## src/rtl/ann_pkg.sv

```systemverilog
// Shared definitions for the perceptron layer scheduler.
//   DWIDTH_DEFAULT / FRAC_DEFAULT : default word width and fractional bits
//   ONE                           : fixed-point 1.0 at the default format
//   sched_state_t                 : scheduler FSM states
package ann_pkg;
  localparam int unsigned DWIDTH_DEFAULT = 32;
  localparam int unsigned FRAC_DEFAULT   = 24;
  localparam int          ONE            = 1 << FRAC_DEFAULT;

  typedef enum logic [1:0] {IDLE, RUN, DRAIN, DONE} sched_state_t;
endpackage

```

## src/rtl/sched_issue_pipe.sv

```systemverilog
// LAT-deep (valid, index) shift register that travels alongside the shared
// perceptron datapath, so each result can be matched to its neuron index.
// Ports:
//   clk, rst          clock, asynchronous active-high reset (clears all stages)
//   i_valid, i_idx    issue strobe and neuron index entering the pipe
//   o_valid, o_idx    tail of the pipe, aligned with dp_result
module sched_issue_pipe
  import ann_pkg::*;
#(
  parameter int unsigned LAT = 1,
  parameter int unsigned IW  = 2
) (
  input  logic          clk,
  input  logic          rst,
  input  logic          i_valid,
  input  logic [IW-1:0] i_idx,
  output logic          o_valid,
  output logic [IW-1:0] o_idx
);
  logic [LAT-1:0] r_valid;
  logic [IW-1:0]  r_idx [LAT];

  always_ff @(posedge clk or posedge rst) begin
    if (rst) begin
      r_valid <= '0;
      for (int unsigned i = 0; i < LAT; i++) r_idx[i] <= '0;
    end else begin
      r_valid[0] <= i_valid;
      r_idx[0]   <= i_idx;
      for (int unsigned i = 1; i < LAT; i++) begin
        r_valid[i] <= r_valid[i-1];
        r_idx[i]   <= r_idx[i-1];
      end
    end
  end

  assign o_valid = r_valid[LAT-1];
  assign o_idx   = r_idx[LAT-1];
endmodule

```

## src/rtl/perceptron_layer_sched.sv

```systemverilog
// Time-multiplexing scheduler: evaluates NEURONS three-input perceptrons on
// one shared datapath, then presents the whole layer result.
// Optional feature macro: LAYER_SCHED_ARGMAX_EN (adds out_class argmax port).
// Ports:
//   clk, rst                   clock, asynchronous active-high reset
//   in_valid/in_ready          input vector handshake; in_a/in_b/in_c vector
//   dp_a/dp_b/dp_c             latched vector to the datapath
//   dp_sel, dp_issue           neuron index (weight/bias address) and issue strobe
//   dp_result                  registered datapath output (LAT cycles after issue)
//   out_valid/out_ready        layer result handshake; out_data packed results
//   busy                       FSM not in IDLE
//   out_class                  argmax neuron index (LAYER_SCHED_ARGMAX_EN only)
module perceptron_layer_sched
  import ann_pkg::*;
#(
  parameter  int unsigned DWIDTH  = DWIDTH_DEFAULT,
  parameter  int unsigned FRAC    = FRAC_DEFAULT,
  parameter  int unsigned NEURONS = 4,
  parameter  int unsigned LAT     = 1,
  localparam int unsigned IW      = $clog2(NEURONS)
) (
  input  logic                      clk,
  input  logic                      rst,
  input  logic                      in_valid,
  output logic                      in_ready,
  input  logic [DWIDTH-1:0]         in_a,
  input  logic [DWIDTH-1:0]         in_b,
  input  logic [DWIDTH-1:0]         in_c,
  output logic [DWIDTH-1:0]         dp_a,
  output logic [DWIDTH-1:0]         dp_b,
  output logic [DWIDTH-1:0]         dp_c,
  output logic [IW-1:0]             dp_sel,
  output logic                      dp_issue,
  input  logic [DWIDTH-1:0]         dp_result,
  output logic                      out_valid,
  input  logic                      out_ready,
  output logic [NEURONS*DWIDTH-1:0] out_data,
  output logic                      busy
`ifdef LAYER_SCHED_ARGMAX_EN
  ,
  output logic [IW-1:0]             out_class
`endif
);
  if (NEURONS < 2 || NEURONS > 16) begin : g_chk_n
    $error("NEURONS out of range 2..16");
  end
  if (LAT < 1 || LAT > 4) begin : g_chk_lat
    $error("LAT out of range 1..4");
  end
  if (FRAC >= DWIDTH) begin : g_chk_frac
    $error("FRAC must be smaller than DWIDTH");
  end

  localparam logic [IW-1:0] LAST = IW'(NEURONS - 1);

  sched_state_t              r_state, w_next;
  logic [IW-1:0]             r_idx;
  logic [DWIDTH-1:0]         r_a, r_b, r_c;
  logic [NEURONS*DWIDTH-1:0] r_buf;
  logic                      w_tail_valid;
  logic [IW-1:0]             w_tail_idx;
  logic                      w_accept;

  assign w_accept = in_valid && (r_state == IDLE);

  sched_issue_pipe #(.LAT(LAT), .IW(IW)) u_issue_pipe (
    .clk     (clk),
    .rst     (rst),
    .i_valid (dp_issue),
    .i_idx   (r_idx),
    .o_valid (w_tail_valid),
    .o_idx   (w_tail_idx)
  );

  always_comb begin
    w_next    = r_state;
    in_ready  = 1'b0;
    dp_issue  = 1'b0;
    out_valid = 1'b0;
    busy      = 1'b1;
    case (r_state)
      IDLE: begin
        in_ready = 1'b1;
        busy     = 1'b0;
        if (in_valid) w_next = RUN;
      end
      RUN: begin
        dp_issue = 1'b1;
        if (r_idx == LAST) w_next = DRAIN;
      end
      DRAIN: begin
        if (w_tail_valid && w_tail_idx == LAST) w_next = DONE;
      end
      DONE: begin
        out_valid = 1'b1;
        if (out_ready) w_next = IDLE;
      end
      default: w_next = IDLE;
    endcase
  end

  always_ff @(posedge clk or posedge rst) begin
    if (rst) begin
      r_state <= IDLE;
      r_idx   <= '0;
      r_a     <= '0;
      r_b     <= '0;
      r_c     <= '0;
      r_buf   <= '0;
    end else begin
      r_state <= w_next;
      if (w_accept) begin
        r_idx <= '0;
        r_a   <= in_a;
        r_b   <= in_b;
        r_c   <= in_c;
      end else if (r_state == RUN && r_idx != LAST) begin
        r_idx <= r_idx + 1'b1;
      end
      if (w_tail_valid) r_buf[w_tail_idx*DWIDTH +: DWIDTH] <= dp_result;
    end
  end

`ifdef LAYER_SCHED_ARGMAX_EN
  logic [DWIDTH-1:0] r_max;
  logic [IW-1:0]     r_cls;

  // Strict compare keeps the earliest index on ties.
  always_ff @(posedge clk or posedge rst) begin
    if (rst) begin
      r_max <= '0;
      r_cls <= '0;
    end else if (w_tail_valid &&
                 (w_tail_idx == '0 || $signed(dp_result) > $signed(r_max))) begin
      r_max <= dp_result;
      r_cls <= w_tail_idx;
    end
  end

  assign out_class = r_cls;
`endif

  assign dp_a     = r_a;
  assign dp_b     = r_b;
  assign dp_c     = r_c;
  assign dp_sel   = r_idx;
  assign out_data = r_buf;
endmodule

```

## config.mk

```make
export PLATFORM = sky130hd
export DESIGN_NAME = perceptron_layer_sched
export DESIGN_NICKNAME = d
export VERILOG_FILES = /design/src/rtl/ann_pkg.sv /design/src/rtl/sched_issue_pipe.sv /design/src/rtl/perceptron_layer_sched.sv
export SDC_FILE = /design/constraint.sdc
export NUM_CORES = 1
export LEC_CHECK = 0
export ABC_CLOCK_PERIOD_IN_PS = 10100
export CORE_ASPECT_RATIO = 0.7
export CORE_MARGIN = 2
export CORE_UTILIZATION = 40
export DETAILED_ROUTE_END_ITERATION = 10
export GPL_ROUTABILITY_DRIVEN = 1
export HOLD_SLACK_MARGIN = 0.1
export PLACE_DENSITY = 0.76
export SETUP_SLACK_MARGIN = 0.3
export SLEW_MARGIN = 20
export SYNTH_ARGS = -nofsm -noshare
export SYNTH_HDL_FRONTEND = slang
export SYNTH_HIERARCHICAL = 1
export SYNTH_SLANG_ARGS = --single-unit
```

## constraint.sdc

```tcl
create_clock -name clk -period 10.1 [get_ports clk]
set_input_delay 1.515 -clock clk [delete_from_list [all_inputs] [get_ports clk]]
set_output_delay 1.515 -clock clk [all_outputs]
set_load 0.01 [all_outputs]
```

==> results of run 1 <==
stage by stage:
step	setup slack, ns	area (um2)
after floorplan	2.34	8540
after global placement	6.39	12400
after detailed placement	6.36	12400
after CTS	6.56	13100
after global routing	6.51	13200
final	6.58	13200
sequential cells by signal, summed over array words and instances, names as in the netlist:
register	flops
u_issue_pipe/o_valid	1
dp_a	32
u_issue_pipe/o_idx	2
dp_c	32
r_state	2
out_data	128
dp_b	32
dp_sel	2
routing by layer:
metal	routed length (um)	global-route usage [%]	share of wire (%)	vias to the layer above
met4	903	7.80	3.7	0
met1	10300	29.7	42	3080
met5	0	0	0	-
li1	-	-	-	2705
met2	11000	31.8	45	315
met3	2240	5.56	9.2	58
cell usage after synthesis (2+ instances only):
master and number:
dfrtp_1 231, a32o_1 8, ha_1 10, nor2b_1 3, a22o_1 120, inv_1 7, buf_6 2, a21oi_1 2
clkbuf_1 12, buf_2 14, mux2_2 56, nand2_1 4, buf_4 9, and4_1 2, mux2_1 41
power breakdown:
| part | internal [mW] | leakage (nW) | switching, mW |
|---|---|---|---|
| Clock | 0.498 | 0.371 | 0.355 |
| Sequential | 1.31 | 2.99 | 0.227 |
| Combinational | 1.03 | 2.42 | 0.667 |
layout make-up:
class / count / area [um2]
Tap cell: 276 / 345
Fill cell: 1563 / 7650
Sequential cell: 231 / 5780
Inverter: 8 / 37.5
Clock buffer: 29 / 638
Multi-Input combinational cell: 256 / 2530
Timing Repair Buffer: 372 / 3720
Clock inverter: 10 / 114
worst max-delay path, stage by stage, from the launching register on:
cell	delay, ns
dfrtp_1	0.43
inv_1	0.10
ha_1	0.35
clkdlybuf4s50_1	0.61
cell usage in the layout, fill, tap and decap left out, types with 3 or more instances in the layout:
cell type / synthesis / final
mux2_2: 56 / 56
clkdlybuf4s50_1: 0 / 361
clkbuf_16: 0 / 23
clkinv_2: 0 / 4
ha_1: 10 / 10
a22o_1: 120 / 120
a32o_1: 8 / 8
buf_4: 9 / 10
mux2_1: 41 / 41
nand2_1: 4 / 3
dfrtp_1: 231 / 231
nor2b_1: 3 / 3
inv_1: 7 / 6
clkbuf_8: 0 / 4
cells by family (layout without fill, tap and decap cells):
logic type,after synthesis,after routing
flip-flops,231,231
AO/OA/AOI/OAI,132,132
multiplexers,98,98
buffers and inverters,45,419
AND/OR/NAND/NOR,15,15
adder cells (fa/ha/maj),10,10
XOR/XNOR,1,1
how the worst min path moves through the flow:
stage	endpoint	slack, ns	cells past startpoint
after floorplan	u_issue_pipe/o_idx[1]$_DFF_PP0_	0.46	0
after global placement	u_issue_pipe/o_idx[1]$_DFF_PP0_	0.45	0
after detailed placement	u_issue_pipe/o_idx[1]$_DFF_PP0_	0.44	0
after CTS	u_issue_pipe/o_idx[1]$_DFF_PP0_	0.46	0
after global routing	u_issue_pipe/o_idx[1]$_DFF_PP0_	0.47	0
final	u_issue_pipe/o_idx[1]$_DFF_PP0_	0.46	0
==> results.sh, run 1 <==
export IMPL_outcome="finished, final reports clean"
export IMPL_cts_tree="done"
export IMPL_cp_required_ns=8.59
export IMPL_cts_hold_buf=0
export IMPL_r2r_cells=5
export IMPL_maxCapViolCount=0
export IMPL_synth_top_cell_by_area="dfrtp_1"
export IMPL_overflow=0
export IMPL_slew_violations=0
export IMPL_crit_path_end="in_ready"
export IMPL_syn_avg_cell_area_um2=16.0
export IMPL_yosys_area_share_simple_pct=1.26
export IMPL_clk_pin_slew_worst_paths_ns=0.07
export IMPL_ys_warn_count=6
export IMPL_synth_compound_area_share_pct=13.8
export IMPL_grt_pass1_wl_mm=37.2
export IMPL_rsz0062_at_grt="false"
export IMPL_cp_end_kind="primary output"
export IMPL_fmax_mhz=284
export IMPL_ys_top_cells_by_area="dfrtp_1 (68%), a22o_1 (12%), mux2_2 (7.4%), mux2_1 (5.4%), ha_1 (1.5%)"
export IMPL_drive_above_1_share_pct=12.1
export IMPL_power_leakage_nw=5.77
export IMPL_synth_seq_cells=231
export IMPL_ir_drop_mv=0.170
export IMPL_min_delay_start="dp_sel[1]$_DFFE_PP0P_"
export IMPL_synth_enable_flop_cells=0
export IMPL_netlist_instances=532
export IMPL_ys_async_sr_fraction_pct=100
export IMPL_coreArea_mm2=0.0208
export IMPL_start_kind="flip-flop"
export IMPL_antenna_found_initial=0
export IMPL_nNetsFinal=1034
export IMPL_synth_top_area_share_pct=67.7
export IMPL_crit_type="flip-flop to primary output"
export IMPL_post_cts_buffers=0
export IMPL_power_density_mw_per_mm2=311
export IMPL_grt_start_max_net_pins=83
export IMPL_track_usage_pct=21.2
export IMPL_final_cells=1182
export IMPL_clock_root_buffer="clkbuf_16"
export IMPL_hold_viol_final=0
export IMPL_fin_skew_ns=0.0170
export IMPL_area_growth_pct=54.2
export IMPL_worst_hold_path_type="flip-flop to flip-flop"
export IMPL_placed_cells=1142
export IMPL_final_util_pct=63.2
export IMPL_antenna_cells=0
export IMPL_fin_setup_tns_ns=0
export IMPL_synthAdderAreaFrac_pct=1.47
export IMPL_detail_route_antenna_nets=0
export IMPL_setup_viol=0
export IMPL_die_h_um=126
export IMPL_min_period_ns=3.52
export IMPL_io_buffers=361
export IMPL_worstMarginPinSlew_ns=0.867
export IMPL_period_share_pct=34.8
export IMPL_grt_pass1_vias=6271
export IMPL_yosysSeqAreaShare_pct=67.7
export IMPL_synth_mux_area_share_pct=12.9
export IMPL_synth_xor_xnor_area_share_pct=0.103
export IMPL_wirelength_mm=24.4
export IMPL_reg2reg_to="dp_a[30]$_DFFE_PP0P_"
export IMPL_synth_flop_cell="dfrtp_1"
export IMPL_syn_area_mm2=0.00854
export IMPL_ios=362
export IMPL_die_area_mm2=0.0225
export IMPL_wl_per_cell_um=20.6
export IMPL_cts_resized_gates=0
export IMPL_finalPower_mw=4.09
export IMPL_rrSetupSlack_ns=7.56
export IMPL_clock_path_buffers=3
export IMPL_detail_route_vias_per_cell=5.21
export IMPL_crit_start="r_state[0]$_DFFE_PP0P_"
export IMPL_clk_latency_ns=0.51
export IMPL_cts_htree_levels=1
export IMPL_slew_headroom_pct=42.0
export IMPL_dp_hpwl_mm=16.7
export IMPL_r2r_start="r_state[0]$_DFFE_PP0P_"
export IMPL_synth_top_family_by_area="compound AO/OA/AOI/OAI gates"
export IMPL_drt_initial_drc_count=386
export IMPL_cts_sinks=231
export IMPL_die_w_um=179
export IMPL_initial_utilization_pct=41.0
export IMPL_fp_row_count=44
export IMPL_routabilityCongestion=0.789
export IMPL_critPathArrivalTime_ns=2.00
export IMPL_path_max_fanout=7
export IMPL_numCtsBuffers=23
export IMPL_syn_num_nets=674
export IMPL_whs_ns=0.461
export IMPL_num_vias=6158
export IMPL_drt_first_pass_iters=4
export IMPL_synth_distinct_cells=26
export IMPL_drc=0
Note: power is estimated with default switching activity, not from simulation.
==> inputs of run 2 (changes only) <==
--- a/config.mk
+++ b/config.mk
@@ -5,7 +5,7 @@
 export SDC_FILE = /design/constraint.sdc
 export NUM_CORES = 1
 export LEC_CHECK = 0
-export ABC_CLOCK_PERIOD_IN_PS = 10100
+export ABC_CLOCK_PERIOD_IN_PS = 3700
 export CORE_ASPECT_RATIO = 0.7
 export CORE_MARGIN = 2
 export CORE_UTILIZATION = 40
==> constraint.sdc (replaced) <==
create_clock -name clk -period 3.7 [get_ports clk]
set_input_delay 0.555 -clock clk [delete_from_list [all_inputs] [get_ports clk]]
set_output_delay 0.555 -clock clk [all_outputs]
set_load 0.01 [all_outputs]
==> run 2 against run 1 <==
Cell count is 0.25% higher. Sequential power grew to 2.7 times the previous value. Clock power grew to 2.6 times the previous value. Clock skew is 0.0097 ns lower. Global-route usage is 0.57 points higher. Utilization is 0.084 points higher. Non-clock buffer count is 2 higher. First-iteration DRC count is 9.8% lower. Register-to-register slack worse by 6.1 ns. Largest power group unchanged.
==> results.sh, run 2 (synthesis gave the netlist of run 1 again) <==
export IMPL_die_h_um=126
export IMPL_clk_latency_ns=0.50
export IMPL_cts_sinks=231
export IMPL_post_cts_buffers=0
export IMPL_final_common_cell="clkdlybuf4s50_1"
export IMPL_die_area_mm2=0.0225
export IMPL_clock_path_buffers=3
export IMPL_crit_type="flip-flop to primary output"
export IMPL_drt_first_pass_iters=4
export IMPL_clk_pin_slew_worst_paths_ns=0.06
export IMPL_crit_start="r_state[0]$_DFFE_PP0P_"
export IMPL_detail_route_vias_per_cell=5.21
export IMPL_power_density_mw_per_mm2=843
export IMPL_largest_reg_flops=128
export IMPL_dp_hpwl_mm=17.3
export IMPL_critPathBufInv=2
export IMPL_rsz0062_at_grt="false"
export IMPL_drive_above_1_share_pct=12.1
export IMPL_slew_violations=0
export IMPL_clock_root_buffer="clkbuf_16"
export IMPL_r2r_start="u_issue_pipe/o_idx[0]$_DFF_PP0_"
export IMPL_crit_path_end="in_ready"
export IMPL_ir_drop_mv=0.484
export IMPL_outcome="finished, final reports clean"
export IMPL_fmax_mhz=400
export IMPL_min_period_ns=2.50
export IMPL_cp_required_ns=3.14
export IMPL_slew_headroom_pct=47.3
export IMPL_period_share_pct=67.6
export IMPL_grt_pass1_wl_mm=38.0
export IMPL_final_cell_mix="clkdlybuf4s50_1 (361), dfrtp_1 (231), a22o_1 (120), mux2_2 (56), mux2_1 (41)"
export IMPL_die_w_um=179
export IMPL_worst_hold_path_type="primary input to async pin"
export IMPL_rrSetupSlack_ns=1.45
export IMPL_antenna_found_initial=0
export IMPL_numCtsBuffers=23
export IMPL_wirelength_mm=24.6
export IMPL_area_growth_pct=54.4
export IMPL_worstPathCellList="inv_1, ha_1, clkdlybuf4s50_1"
export IMPL_detail_route_antenna_nets=0
export IMPL_cts_hold_buf=0
export IMPL_num_vias=6179
export IMPL_cp_end_kind="primary output"
export IMPL_antenna_cells=0
export IMPL_fin_skew_ns=0.00726
export IMPL_cp_depth=3
export IMPL_io_buffers=361
export IMPL_path_max_fanout=7
export IMPL_maxCapViolCount=0
export IMPL_worstMarginPinSlew_ns=0.787
export IMPL_final_util_pct=63.3
export IMPL_drc=0
export IMPL_drt_initial_drc_count=348
export IMPL_reg2reg_to="out_data[125]$_DFFE_PP0P_"
export IMPL_overflow=0
export IMPL_critPathArrivalTime_ns=1.95
export IMPL_start_kind="flip-flop"
export IMPL_cts_resized_gates=0
export IMPL_initial_utilization_pct=41.0
export IMPL_r2r_cells=5
export IMPL_cts_tree="done"
export IMPL_fp_row_count=44
export IMPL_power_leakage_nw=5.77
export IMPL_fin_setup_tns_ns=0
export IMPL_ios=362
export IMPL_cpMaxStageDelayCell="clkdlybuf4s50_1"
export IMPL_grt_start_max_net_pins=76
export IMPL_track_usage_pct=21.7
export IMPL_coreArea_mm2=0.0208
export IMPL_cts_htree_levels=1
export IMPL_wl_per_cell_um=20.8
export IMPL_critPathMaxStageDelay_ns=0.60
export IMPL_routabilityCongestion=0.780
export IMPL_cp_top_family="buffers and inverters"
export IMPL_grt_pass1_vias=6440
export IMPL_nNetsFinal=1036
export IMPL_hold_viol_final=0
export IMPL_setup_viol=0
[run 2: worst min-delay path by stage]
stage,slack [ns],end,cells past startpoint,startpoint
floorplan,0.31,u_issue_pipe/o_idx[0]$_DFF_PP0_,1,rst
global placement,0.44,u_issue_pipe/o_idx[1]$_DFF_PP0_,0,dp_sel[1]$_DFFE_PP0P_
detailed placement,0.45,u_issue_pipe/o_idx[1]$_DFF_PP0_,0,dp_sel[1]$_DFFE_PP0P_
CTS,0.30,u_issue_pipe/o_idx[0]$_DFF_PP0_,2,rst
global route,0.32,u_issue_pipe/o_idx[1]$_DFF_PP0_,2,rst
finish,0.31,u_issue_pipe/o_idx[1]$_DFF_PP0_,2,rst
[run 2: where the power goes]
group          switching, mW  total [mW]  internal [mW]
clock network          0.965        2.26           1.30
logic                   1.84        4.65           2.81
registers              0.606        4.19           3.58
total                   3.41        11.1           7.70
[run 2: stage by stage]
stage / area [um2] / worst slack (ns) / total power [mW] / hold WS (ns) / std cells
2_1_floorplan: 8540 / 0.165 / 6.11 / 0.309 / 532
3_3_place_gp: 12400 / 1.31 / 8.81 / 0.442 / 1145
3_5_place_dp: 12400 / 1.26 / 8.92 / 0.449 / 1145
4_1_cts: 13200 / 1.17 / 11.2 / 0.295 / 1185
5_1_grt: 13200 / 1.09 / 11.7 / 0.321 / 1185
6_report: 13200 / 1.20 / 11.1 / 0.313 / 1185
[run 2: layout make-up]
| class | count | area [um2] |
|---|---|---|
| fillers | 1572 | 7630 |
| flip-flops and latches | 231 | 5780 |
| repair buffers | 374 | 3760 |
| multi-input cells | 256 | 2530 |
| clock buffers | 32 | 649 |
| well taps | 276 | 345 |
| clock inverters | 8 | 78.8 |
| inverters | 8 | 33.8 |
[run 2: routing by layer]
metal	global-route usage, %	share of wire, %	up-vias
li1	-	-	2707
met1	29.6	42	3135
met2	34.4	46	292
met3	5.68	9.0	45
met4	6.36	2.7	0
met5	0	0	-
